<file path="src/rtl/i_fetch_ctrl_pkg.sv">
// rtl/i_fetch_ctrl_pkg.sv - shared types, constants and address slicing for the fetch sequencer
package i_fetch_ctrl_pkg;

  localparam int FC_ADDR_W    = 32;
  localparam int FC_BLK_SHIFT = 9;
  localparam int FC_NUM_SETS  = 16;
  localparam int FC_SET_W     = $clog2(FC_NUM_SETS);
  localparam int FC_TAG_W     = FC_ADDR_W - FC_BLK_SHIFT - FC_SET_W;
  localparam int HDR_BANK     = 4;

  localparam logic [1:0] MORPH_S = 2'd1;

  typedef enum logic [2:0] {
    ST_IDLE,
    ST_LOOKUP,
    ST_HDR,
    ST_ROWS,
    ST_MISS_REQ,
    ST_MISS_WAIT,
    ST_DONE
  } fetch_state_e;

  function automatic logic [FC_SET_W-1:0] set_of(input logic [FC_ADDR_W-1:0] a);
    return a[FC_BLK_SHIFT +: FC_SET_W];
  endfunction

  function automatic logic [FC_TAG_W-1:0] tag_of(input logic [FC_ADDR_W-1:0] a);
    return a[FC_ADDR_W-1 : FC_BLK_SHIFT+FC_SET_W];
  endfunction

endpackage

</file>
<file path="src/rtl/i_tag_array.sv">
// rtl/i_tag_array.sv - direct-mapped valid+tag store with a registered hit compare
module i_tag_array
  import i_fetch_ctrl_pkg::*;
#(
  parameter int NUM_SETS = FC_NUM_SETS,
  parameter int SET_W    = $clog2(NUM_SETS),
  parameter int TAG_W    = FC_TAG_W
) (
  input  logic             clk,
  input  logic             rst_n,
  input  logic [SET_W-1:0] lk_set_i,
  input  logic [TAG_W-1:0] lk_tag_i,
  output logic             hit_o,
  input  logic             ins_en_i,
  input  logic [SET_W-1:0] ins_set_i,
  input  logic [TAG_W-1:0] ins_tag_i,
  input  logic             flush_i
);

  logic [NUM_SETS-1:0] valid_q;
  logic [TAG_W-1:0]    tags_q [NUM_SETS];
  logic                hit_q;

  always_ff @(posedge clk or negedge rst_n) begin
    if (!rst_n) begin
      valid_q <= '0;
    end else if (flush_i) begin
      valid_q <= '0;
    end else if (ins_en_i) begin
      valid_q[ins_set_i] <= 1'b1;
    end
  end

  // Tag payload needs no reset; the valid bit gates every compare.
  always_ff @(posedge clk) begin
    if (ins_en_i) begin
      tags_q[ins_set_i] <= ins_tag_i;
    end
  end

  always_ff @(posedge clk or negedge rst_n) begin
    if (!rst_n) begin
      hit_q <= 1'b0;
    end else begin
      hit_q <= valid_q[lk_set_i] && (tags_q[lk_set_i] == lk_tag_i);
    end
  end

  assign hit_o = hit_q;

endmodule

</file>
<file path="src/rtl/i_fetch_ctrl.sv">
// rtl/i_fetch_ctrl.sv - instruction-cache fetch sequencer: arbitration, lookup, bank streaming, L2 refill
module i_fetch_ctrl
  import i_fetch_ctrl_pkg::*;
#(
  parameter int NUM_BANKS = 5,
  parameter int CHUNKS    = 8,
  parameter int NUM_SETS  = FC_NUM_SETS,
  parameter int BLK_SHIFT = FC_BLK_SHIFT,
  parameter int ADDR_W    = FC_ADDR_W
) (
  input  logic                        clk,
  input  logic                        rst_n,
  input  logic [1:0]                  morph_mode_i,
  input  logic                        flush_i,
  input  logic                        fetch_req_i,
  input  logic [ADDR_W-1:0]           fetch_addr_i,
  output logic                        fetch_ack_o,
  output logic                        fetch_done_o,
  input  logic                        pf_req_i,
  input  logic [ADDR_W-1:0]           pf_addr_i,
  output logic                        pf_ack_o,
  output logic [NUM_BANKS-1:0]        bank_rd_en_o,
  output logic [$clog2(NUM_SETS)-1:0] bank_set_o,
  output logic [$clog2(CHUNKS)-1:0]   bank_chunk_o,
  output logic                        hdr_valid_o,
  output logic                        row_valid_o,
  output logic                        l2_req_o,
  output logic [ADDR_W-1:0]           l2_addr_o,
  input  logic                        l2_gnt_i,
  input  logic                        l2_rsp_valid_i,
  input  logic                        l2_rsp_last_i,
  output logic                        refill_we_o,
  output logic [2:0]                  refill_bank_o,
  output logic                        busy_o,
  output logic                        err_o
);

  localparam int SET_W = $clog2(NUM_SETS);
  localparam int CHK_W = $clog2(CHUNKS);
  localparam int BEATS = NUM_BANKS * CHUNKS;
  localparam int CNT_W = $clog2(BEATS);
  localparam int TAG_W = ADDR_W - BLK_SHIFT - SET_W;

  localparam logic [NUM_BANKS-1:0] HDR_MASK = NUM_BANKS'(1) << HDR_BANK;
  localparam logic [NUM_BANKS-1:0] ROW_MASK = ~HDR_MASK;
  localparam logic [ADDR_W-1:0]    BLK_MASK = (ADDR_W'(1) << BLK_SHIFT) - ADDR_W'(1);

  fetch_state_e      state_q, state_d;
  logic [ADDR_W-1:0] addr_q, addr_d, lk_addr;
  logic              is_pf_q, is_pf_d;
  logic [CNT_W-1:0]  cnt_q, cnt_d;
  logic              flush_pend_q, flush_pend_d;
  logic              err_q, err_d;
  logic              hit, ins_en, tag_flush, last_beat;

  i_tag_array #(
    .NUM_SETS (NUM_SETS),
    .SET_W    (SET_W),
    .TAG_W    (TAG_W)
  ) u_tags (
    .clk       (clk),
    .rst_n     (rst_n),
    .lk_set_i  (set_of(lk_addr)),
    .lk_tag_i  (tag_of(lk_addr)),
    .hit_o     (hit),
    .ins_en_i  (ins_en),
    .ins_set_i (set_of(addr_q)),
    .ins_tag_i (tag_of(addr_q)),
    .flush_i   (tag_flush)
  );

  always_ff @(posedge clk or negedge rst_n) begin
    if (!rst_n) begin
      state_q      <= ST_IDLE;
      addr_q       <= '0;
      is_pf_q      <= 1'b0;
      cnt_q        <= '0;
      flush_pend_q <= 1'b0;
      err_q        <= 1'b0;
    end else begin
      state_q      <= state_d;
      addr_q       <= addr_d;
      is_pf_q      <= is_pf_d;
      cnt_q        <= cnt_d;
      flush_pend_q <= flush_pend_d;
      err_q        <= err_d;
    end
  end

  assign last_beat = (cnt_q == CNT_W'(BEATS - 1));
  assign busy_o    = (state_q != ST_IDLE);
  assign err_o     = err_q;

  always_comb begin
    state_d       = state_q;
    addr_d        = addr_q;
    is_pf_d       = is_pf_q;
    cnt_d         = cnt_q;
    flush_pend_d  = flush_pend_q;
    err_d         = err_q;
    lk_addr       = addr_q;
    ins_en        = 1'b0;
    tag_flush     = 1'b0;
    fetch_ack_o   = 1'b0;
    fetch_done_o  = 1'b0;
    pf_ack_o      = 1'b0;
    bank_rd_en_o  = '0;
    bank_set_o    = '0;
    bank_chunk_o  = '0;
    hdr_valid_o   = 1'b0;
    row_valid_o   = 1'b0;
    l2_req_o      = 1'b0;
    l2_addr_o     = '0;
    refill_we_o   = 1'b0;
    refill_bank_o = '0;

    // A flush seen mid-transaction is held until the sequencer is idle again.
    if (state_q != ST_IDLE && flush_i) begin
      flush_pend_d = 1'b1;
    end

    case (state_q)
      ST_IDLE: begin
        lk_addr = fetch_req_i ? fetch_addr_i : pf_addr_i;
        if (flush_i || flush_pend_q) begin
          tag_flush    = 1'b1;
          flush_pend_d = 1'b0;
        end else if (rst_n && fetch_req_i) begin
          fetch_ack_o = 1'b1;
          addr_d      = fetch_addr_i;
          is_pf_d     = 1'b0;
          state_d     = ST_LOOKUP;
        end else if (rst_n && pf_req_i && morph_mode_i == MORPH_S) begin
          pf_ack_o = 1'b1;
          addr_d   = pf_addr_i;
          is_pf_d  = 1'b1;
          state_d  = ST_LOOKUP;
        end
      end
      ST_LOOKUP: begin
        cnt_d = '0;
        if (!hit) begin
          state_d = ST_MISS_REQ;
        end else if (is_pf_q) begin
          state_d = ST_IDLE;
        end else begin
          state_d = ST_HDR;
        end
      end
      ST_HDR: begin
        bank_rd_en_o = HDR_MASK;
        bank_set_o   = set_of(addr_q);
        hdr_valid_o  = 1'b1;
        cnt_d        = '0;
        state_d      = ST_ROWS;
      end
      ST_ROWS: begin
        bank_rd_en_o = ROW_MASK;
        bank_set_o   = set_of(addr_q);
        bank_chunk_o = cnt_q[CHK_W-1:0];
        row_valid_o  = 1'b1;
        if (cnt_q == CNT_W'(CHUNKS - 1)) begin
          cnt_d   = '0;
          state_d = ST_DONE;
        end else begin
          cnt_d = cnt_q + 1'b1;
        end
      end
      ST_DONE: begin
        fetch_done_o = 1'b1;
        state_d      = ST_IDLE;
      end
      ST_MISS_REQ: begin
        l2_req_o  = 1'b1;
        l2_addr_o = addr_q & ~BLK_MASK;
        if (l2_gnt_i) begin
          cnt_d   = '0;
          state_d = ST_MISS_WAIT;
        end
      end
      ST_MISS_WAIT: begin
        if (l2_rsp_valid_i) begin
          refill_we_o   = 1'b1;
          refill_bank_o = 3'(cnt_q / CNT_W'(CHUNKS));
          bank_chunk_o  = CHK_W'(cnt_q % CNT_W'(CHUNKS));
          bank_set_o    = set_of(addr_q);
          // Install on the marked last beat or on the final counted beat, whichever comes first.
          if (l2_rsp_last_i || last_beat) begin
            ins_en = 1'b1;
            cnt_d  = '0;
            if (l2_rsp_last_i != last_beat) begin
              err_d = 1'b1;
            end
            state_d = is_pf_q ? ST_IDLE : ST_HDR;
          end else begin
            cnt_d = cnt_q + 1'b1;
          end
        end
      end
      default: state_d = ST_IDLE;
    endcase
  end

endmodule

</file>
<file path="config.mk">
export PLATFORM = sky130hd
export DESIGN_NAME = i_fetch_ctrl
export DESIGN_NICKNAME = d
export VERILOG_FILES = /design/src/rtl/i_fetch_ctrl_pkg.sv /design/src/rtl/i_tag_array.sv /design/src/rtl/i_fetch_ctrl.sv
export SDC_FILE = /design/constraint.sdc
export NUM_CORES = 1
export LEC_CHECK = 0
export ABC_AREA = 1
export BUFFER_PORTS_ARGS = -buffer_cell sky130_fd_sc_hd__buf_2
export CORE_ASPECT_RATIO = 1.25
export CORE_MARGIN = 3
export CORE_UTILIZATION = 60
export DETAILED_ROUTE_END_ITERATION = 7
export PLACE_DENSITY = 0.86
export SETUP_SLACK_MARGIN = 0.5
export SLEW_MARGIN = 25
export SYNTH_ARGS = -nofsm -noshare
export SYNTH_HDL_FRONTEND = slang
export SYNTH_SLANG_ARGS = --single-unit
</file>
<file path="constraint.sdc">
create_clock -name clk -period 3.6 [get_ports clk]
set_input_delay 0.9 -clock clk [delete_from_list [all_inputs] [get_ports clk]]
set_output_delay 0.9 -clock clk [all_outputs]
set_load 0.03 [all_outputs]
</file>
## Word level (Yosys, flattened, before mapping)

Memories as Yosys holds them, arrays and structs flattened.
Cells that the tools add are included.

| operators by class | value |
|---|---|
| add/sub/neg operators | 1 |
| order comparisons | 3 |
| equal/unequal tests | 17 |
| muxes and demuxes | 58 |
| bitwise gates (word level) | 2 |
| reductions and logical operators | 19 |

Operator list:

| operator | count |
|---|---|
| 32-bit two-way mux | 5 |
| 3-bit two-way mux | 11 |
| 16-bit two-way mux | 2 |
| 1-bit two-way mux | 27 |
| 6-bit two-way mux | 4 |
| 6-bit one-hot mux with 4 select lines | 1 |
| 19-bit equality test | 1 |
| 3-bit one-hot mux with 6 select lines | 1 |
| 16-bit OR | 1 |
| 4-bit by 5-bit less-than comparator with 1-bit output, second input constant | 2 |
| 2-bit != test, second input constant | 5 |
| 5-bit one-hot mux with 2 select lines | 1 |
| 3-bit equality test, second input constant | 3 |
| 4-bit one-hot mux with 2 select lines | 1 |
| 6-bit by 1-bit adder with 6-bit output, second input constant | 1 |
| 3-bit by 2-bit equality test with 1-bit output, second input constant | 2 |
| 6-bit by 3-bit equality test with 1-bit output, second input constant | 1 |
| 6-bit equality test, second input constant | 1 |
| 1-bit logical AND | 6 |
| 3-bit one-hot mux with 2 select lines | 1 |
| 3-bit AND reduction | 2 |
| 6-bit AND reduction | 1 |
| 1-bit binary-select mux with 4-bit select | 1 |
| 1-bit demux with 4-bit select | 1 |
| other kinds (15) | 18 |

| storage, ports and cells | value |
|---|---|
| bits in registers | 61 |
| bits in writable memories | 304 |
| input port bits | 74 |
| output and inout port bits | 56 |
| word-level logic and storage cells | 109 |
| memories | 1 |

Memories:

| name | words | width | read ports | clocked after Yosys merged registers in | wr ports | RTL line | text |
|---|---|---|---|---|---|---|---|
| u_tags.tags_q | 16 | 19 | 1 | 0 | 1 | i_tag_array.sv:21 | `logic [TAG_W-1:0] tags_q [NUM_SETS];` |

## Logic depth before layout (Yosys ltp)

Gate-level depths: netlist of the first run.

| logic depth | value |
|---|---|
| word-level depth | 7 |
| depth in mapped cells | 19 |
| gate-level depth less buffers | 17 |

## Cells and area by module

Synthesis of the first run repeated with hierarchy kept, for this count alone.

| unflattened totals | value |
|---|---|
| cells, all modules | 1760 |
| area total of the unflattened synthesis | 16802.4 um^2 |

Modules (own cells, without submodules):

| module | instances | cells each | area an instance (um^2) | sequential area each (um^2) |
|---|---|---|---|---|
| i_tag_array | 1 | 1320 | 13813.2 | 9554.2 |
| i_fetch_ctrl | 1 | 440 | 2989.1 | 875.8 |

## Worst setup path after synthesis of the first run

OpenSTA, ideal clock, no wires.

| timing | value |
|---|---|
| path type | input -> register |
| start | input l2_rsp_valid_i |
| end | memory u_tags.tags_q[12][0] (netlist bit) (enable) |
| setup time | 0.396 ns |
| arrival | 2.967 ns |
| required time | 3.204 ns |
| setup slack | 0.237 ns |
| cell stages on the path | 8 |
| buffers on the path | 0 |
| cells stage by stage | nand2_1 > nor2_1 > inv_1 > nor2_1 > inv_1 > nor3_1 > inv_1 > nor2_1 |

| on the way | value |
|---|---|
| word-level cells in the longest chain between the ends | 4 |

RTL lines:

| element | RTL line | text |
|---|---|---|
| start, declared | i_fetch_ctrl.sv:30 | `input logic l2_rsp_valid_i,` |
| 1-bit two-way mux | i_fetch_ctrl.sv:182 | `if (l2_rsp_valid_i) begin` |
| 1-bit two-way mux | i_fetch_ctrl.sv:122 | `case (state_q)` |
| 1-bit two-way mux | i_tag_array.sv:36 | `if (ins_en_i) begin` |
| 1-bit two-way mux (not written as such) | i_tag_array.sv:37 | `tags_q[ins_set_i] <= ins_tag_i;` |
| end, declared | i_tag_array.sv:21 |  |

Every way passes these cells.

## Worst setup path after layout of the first run

| timing | value |
|---|---|
| start | register state_q[1] |
| end | output l2_addr_o[29] |

| on the way | value |
|---|---|
| word-level cells in the longest chain between the ends | 2 |

RTL lines:

| element | RTL line | text |
|---|---|---|
| start, declared | i_fetch_ctrl.sv:48 | `fetch_state_e state_q, state_d;` |
| start signal, assigned | i_fetch_ctrl.sv:81 | `state_q <= state_d;` |
| 3-bit equality test | i_fetch_ctrl.sv:122 |  |
| 32-bit two-way mux | i_fetch_ctrl.sv:122 |  |
| end, declared | i_fetch_ctrl.sv:28 | `output logic [ADDR_W-1:0] l2_addr_o,` |

Every way passes these cells.

==> results of run 1 <==
-- worst max-delay path: cells and delay by family, from the launching register on --
| family | cells | cell delay, ns |
|---|---|---|
| flip-flops | 1 | 0.45 |
| AND/OR/NAND/NOR | 3 | 0.44 |
| buffers and inverters | 4 | 0.75 |
-- power breakdown --
group	total (uW)	switching (uW)	internal, uW	leakage, uW
sequential	5800	574	5220	0.00334
combinational	7930	5540	2390	0.00344
clock	3380	1440	1940	0.000493
-- area by class of cell --
cell class	instances	area share, %
Sequential cell	356	57.48
Multi-Input combinational cell	1033	26.00
Timing Repair Buffer	165	6.260
Clock buffer	47	4.771
Tap cell	340	2.344
Inverter	108	2.310
Clock inverter	10	0.8342
-- metrics by stage --
stage               power [uW]  hold slack (ns)  std cells
global route             17940           0.1407       2059
CTS                      16840           0.1377       2057
floorplan                10940           0.4662       1594
global placement         13080           0.4373       2000
detailed placement       13410           0.4495       2000
finish                   17100           0.1548       2059
-- flip-flops by register name, summed over array words and instances, names as in the netlist --
register and count:
err_o 1, addr_q 23, u_tags.tags_q 304, flush_pend_q 1, u_tags.valid_q 16, is_pf_q 1
cnt_q 6, u_tags.hit_o 1, state_q 3
-- kinds of logic (layout without fill, tap and decap cells) --
| kind of cell | count (synthesis) | count (layout) |
|---|---|---|
| fa+ha+maj | 2 | 2 |
| simple gates | 908 | 908 |
| compound gates | 113 | 113 |
| xor+xnor | 1 | 1 |
| buf+inv | 205 | 330 |
| flops | 356 | 356 |
| other cells | 1 | 9 |
-- how the worst max path moves through the flow --
stage / start / end / slack [ns] / cells past startpoint
finish: state_q[1]$_DFFE_PN0P_ / l2_addr_o[29] / 0.49 / 7
global route: state_q[1]$_DFFE_PN0P_ / l2_addr_o[29] / 0.44 / 7
CTS: state_q[0]$_DFFE_PN0P_ / l2_addr_o[29] / 0.48 / 7
detailed placement: fetch_req_i / u_tags.hit_o$_DFF_PN0_ / 0.36 / 18
global placement: fetch_req_i / u_tags.hit_o$_DFF_PN0_ / 0.41 / 18
floorplan: l2_rsp_valid_i / u_tags.tags_q[12][0]$_DFFE_PP_ / 0.24 / 8
-- layer usage --
layer / up-vias / wire, um
li1: 5601 / -
met1: 5970 / 14990
met2: 1071 / 22040
met3: 247 / 5422
met4: 2 / 2745
met5: - / 7
-- cells in the final DEF (no fill, tap or decap), types with 5 or more instances in the layout --
| cell type | count |
|---|---|
| nor2_1 | 85 |
| dfrtp_1 | 50 |
| clkbuf_1 | 13 |
| o211ai_1 | 25 |
| buf_2 | 101 |
| a21oi_1 | 5 |
| nor3_1 | 8 |
| inv_1 | 99 |
| edfxtp_1 | 304 |
| nor2_2 | 20 |
| conb_1 | 9 |
| clkinv_1 | 5 |
| o21ai_0 | 74 |
| buf_12 | 12 |
| buf_4 | 51 |
| nand3b_1 | 6 |
| clkbuf_16 | 31 |
| nand3_1 | 318 |
| nand2_1 | 458 |
-- timing repair --
item	4_1_cts	5_1_grt
buffers inserted	0	2
pin swaps	0	0
endpoints found under the setup margin	29	29
gates resized for setup	6	8
==> metrics.txt, run 1 <==
IO Count 130; pin count of the biggest net entering global routing 48; Synth top area share 57.09%; met2 Track Usage GR 51.21%; placed wire-length estimate 27.21 mm; gr ovfl total 0; die width 152.0 um; top area cells in the synthesized netlist edfxtp_1, nand2_1, nand3_1; Cell Rows 66; die area 0.02866 mm^2; first-iteration detailed-routing DRC count 1895; compound-gate portion of the synthesized area 4.077%; area of the core 0.02610 mm^2; synthesized area 0.01599 mm^2; clock buffer count from CTS 31; layout cells sized above 1 14.54%; Longest Clk Path Bufs 3; min setup slack post-route 0.4900 ns; Reg clk slew, reported paths 0.07 ns; Pwr per Cell Area 942.3 mW/mm^2; Pleak 0.007274 uW; Final ANT Viol Nets 0; vias in the first global route 12780; Yosys cell types 33; drt first pass iters 6; Post-synth top cells nand2_1, nand3_1, edfxtp_1, nor2_1, inv_1; Crit path required time 2.70 ns; max_cap viols 0; Post-synth EDFFs 304; ANT cells 0; mean post-synth cell area 10.08 um^2; CP max-delay cell dfrtp_1; Area after DPL 0.01707 mm^2; effective utilization at floorplan 61.27%; Worst Clk Skew 0.02085 ns; layout filler cell count 1701; crit-path max FO 11; largest stage delay on the critical path 0.45 ns; final core utilization 69.55%; # setup viols final 0; post-route cell area 0.01815 mm^2; Setup TNS 0 ns; maximum vdd drop 762.3 uV; reg-to-reg setup timing slack 0.61 ns; Post-Place Setup Slack 0.3590 ns; Post-Synth Simple-Gate Area 24.42%; Critical Path Source Type flop; hold crit path type input pin to async pin; Arr. time, crit path 2.21 ns; Max Slew Vio Count 0; synth warn 0; CTS Hold Bufs 0; Mapped Cells 1586; number of vias per cell 6.261; Layout area overhead 13.51%; part of the cycle the worst path needs 86.39%; Clock Tree Root clkbuf_16; min cycle time layout 3.110 ns; initial antenna violation count 1; vias after detailed routing 12890; multi-input logic area 0.004718 mm^2; nature of the critical path endpoint primary output; Seq/Total Area, Yosys 65.23%; Synth Area in XOR/XNOR 0.05478%; asr flop ratio synth 14.61%; final hold violation count 0; GRT Total Usage 30.67%; GR Util met3 5.651%; worst r2r path cells 16; CTS tree done; worst r2r src state_q[2]$_DFFE_PN0P_; Routed WL 45.20 mm; GR Layer Usage met1 38.59%; gr busiest metal met2; Synth area leader edfxtp_1; status complete, no violations; Crit Path Category flop to primary output; mux cell area share after synthesis 0%; CP cell instances inv_2, nand2_2, nor2_2, clkinv_4, buf_4, nor2_1, clkbuf_4; register bit total from synthesis 356; register area 0.01043 mm^2; htree depth 1; Synth Flop Type edfxtp_1; RSZ-0062 raised after global routing true; drt wl/cell 21.95 um; slew at the pin closest to its max-slew limit 0.6520 ns; adder-cell share of the synthesized area 0.1565%; Die Ht 188.5 um; f_max 0.3215 GHz; nets 1771; CTS sink cnt 356; Port Buffers 102; first-pass GRT wire length 69.00 mm; Routability Congestion 0.9347; largest family of logic cells by synthesized area simple AND/OR/NAND/NOR gates; top-count cell post-synth nand2_1; drt drc 0; worst rel slew slack 56.54%; R2R Path End u_tags.hit_o$_DFF_PN0_; Worst-Skew Late Latency 0.57 ns
(Power assumes the default switching activity.)
==> run 2, diff against run 1 <==
Settings changed: RECOVER_POWER set to 50.
==> run 2 against run 1 <==
Against the previous run: the flow now finishes with violations (DRC, capacitance limit, slew limit); maximum frequency is 0.21% higher; register-to-register slack barely moved; largest power group unchanged; cell area barely moved.
==> metrics.txt, run 2 (synthesized netlist as in run 1, its figures left out) <==
Max Slew Vio Count 35 (+35); Port Buffers 102 (unchanged); worst rel slew slack -66.61% (-120 points); Final ANT Viol Nets 0 (unchanged); # setup viols final 0 (unchanged); Pwr per Cell Area 942.8 mW/mm^2 (about the same); effective utilization at floorplan 61.27% (unchanged); most frequent cells in the layout nand2_1, nand3_1, edfxtp_1, inv_1, buf_2; first-iteration detailed-routing DRC count 1892 (-0.16%); Regs by FF count u_tags.tags_q x304, addr_q x23, u_tags.valid_q x16; Clock Tree Root clkbuf_16; Routability Congestion 0.9347 (unchanged); Pleak 0.007261 uW (-0.18%); GRT Total Usage 30.67% (unchanged); f_max 0.3222 GHz (+0.21%); nets 1771 (unchanged); drt first pass iters 8 (+2); Placed Instances 2000 (unchanged); post-route cell area 0.01814 mm^2 (about the same); final hold violation count 0 (unchanged); placed wire-length estimate 27.21 mm (unchanged); crit-path max FO 11 (unchanged); Biggest register u_tags.tags_q; die width 152.0 um (unchanged); Crit path required time 2.70 ns (about the same); Fin Hold WS 0.2039 ns (+0.04907 ns); register area 0.01043 mm^2 (unchanged); Routed WL 45.24 mm (about the same); number of vias per cell 6.264 (about the same); gr ovfl total 0 (unchanged); max_cap viols 1 (+1); failing checks DRC, capacitance limit, slew limit; pin count of the biggest net entering global routing 48 (unchanged); Worst Clk Skew 0.01978 ns (-0.001071 ns); hold crit path type input pin to async pin; first-pass GRT wire length 69.00 mm (unchanged); part of the cycle the worst path needs 86.21% (-0.18 points); Critical Path Source Type flop; Setup TNS 0 ns (unchanged); area of the core 0.02610 mm^2 (unchanged); Area after DPL 0.01707 mm^2 (unchanged); drt drc 13 (+13); Arr. time, crit path 2.20 ns (about the same); worst r2r path cells 16 (unchanged); ANT cells 0 (unchanged); most common library cell in the layout ignoring fill and taps nand2_1; R2R Path End u_tags.hit_o$_DFF_PN0_; maximum vdd drop 763.1 uV (+0.11%); slew at the pin closest to its max-slew limit 2.499 ns (+1.847 ns); vias after detailed routing 12900 (+0.054%); nature of the critical path endpoint primary output; RSZ-0062 raised after global routing true; Post-Place Setup Slack 0.3590 ns (unchanged); htree depth 1 (unchanged); min cycle time layout 3.104 ns (-0.006478 ns); Layout area overhead 13.43% (about the same); Longest Clk Path Bufs 3 (unchanged); Die Ht 188.5 um (unchanged); die area 0.02866 mm^2 (unchanged); fin cells 2059 (unchanged); CTS tree done; Crit Path Category flop to primary output; CTS Hold Bufs 0 (unchanged); initial antenna violation count 1 (unchanged); clock buffer count from CTS 31 (unchanged); Cell Rows 66 (unchanged); worst r2r src state_q[2]$_DFFE_PN0P_; vias in the first global route 12780 (unchanged); Worst-Skew Late Latency 0.56 ns (about the same); reg-to-reg setup timing slack 0.61 ns (about the same); CTS sink cnt 356 (unchanged); min setup slack post-route 0.4964 ns (+0.006478 ns); status complete, but fails checks; max FFs per register 304 (unchanged); Reg clk slew, reported paths 0.07 ns (about the same); IO Count 130 (unchanged); CP Launch Point state_q[1]$_DFFE_PN0P_; drt wl/cell 21.97 um (about the same); layout filler cell count 1706 (+0.29%); multi-input logic area 0.004718 mm^2 (unchanged); layout cells sized above 1 14.31% (-0.23 points)
## run 2: power breakdown
group          switching, uW  internal, uW  leakage, uW
combinational           5540          2390      0.00342
sequential               576          5220      0.00334
clock                   1430          1940     0.000493
total                   7550          9550      0.00726
## run 2: worst max-delay path: stages, from the launching register on
cell and delay (ns):
dfrtp_1 0.45, inv_2 0.13, nand2_2 0.12, nor2_2 0.18, clkinv_4 0.16, buf_4 0.24
nor2_1 0.14, clkbuf_4 0.22
## run 2: worst max-delay path by stage
stage                     slack, ns                             end
after floorplan                0.24  u_tags.tags_q[12][0]$_DFFE_PP_
after global placement         0.41          u_tags.hit_o$_DFF_PN0_
after detailed placement       0.36          u_tags.hit_o$_DFF_PN0_
after CTS                      0.48                   l2_addr_o[29]
after global routing           0.44                   l2_addr_o[29]
final                          0.50                   l2_addr_o[29]
## run 2: final cells by class
class	count	area share, %
clock buffer	47	4.774
clock inverter	10	0.8348
inverter	108	2.311
multi-input combinational	1033	26.02
sequential	356	57.52
tap	340	2.346
timing repair buffer	165	6.195
## run 2: what timing repair did
item	4_1_cts	5_1_grt
endpoints found under the hold margin	0	0
buffers inserted	0	2
gates resized for setup	6	8
endpoints found under the setup margin	29	29
## run 2: routing by layer
metal | vias to the layer above | wire [um] | GRT usage [%]
met1 | 5937 | 14800 | 38.59
met4 | 2 | 2848 | 15.88
met5 | - | 7 | 0
met2 | 1099 | 21950 | 51.21
li1 | 5605 | - | -
met3 | 255 | 5629 | 5.651
## run 2: metrics by stage
stage	total power [uW]	utilization, %
after floorplan	10940	-
after detailed placement	13410	65.41
after CTS	16840	69.37
after global routing	17940	69.50
final	17100	69.50
after global placement	13080	65.41
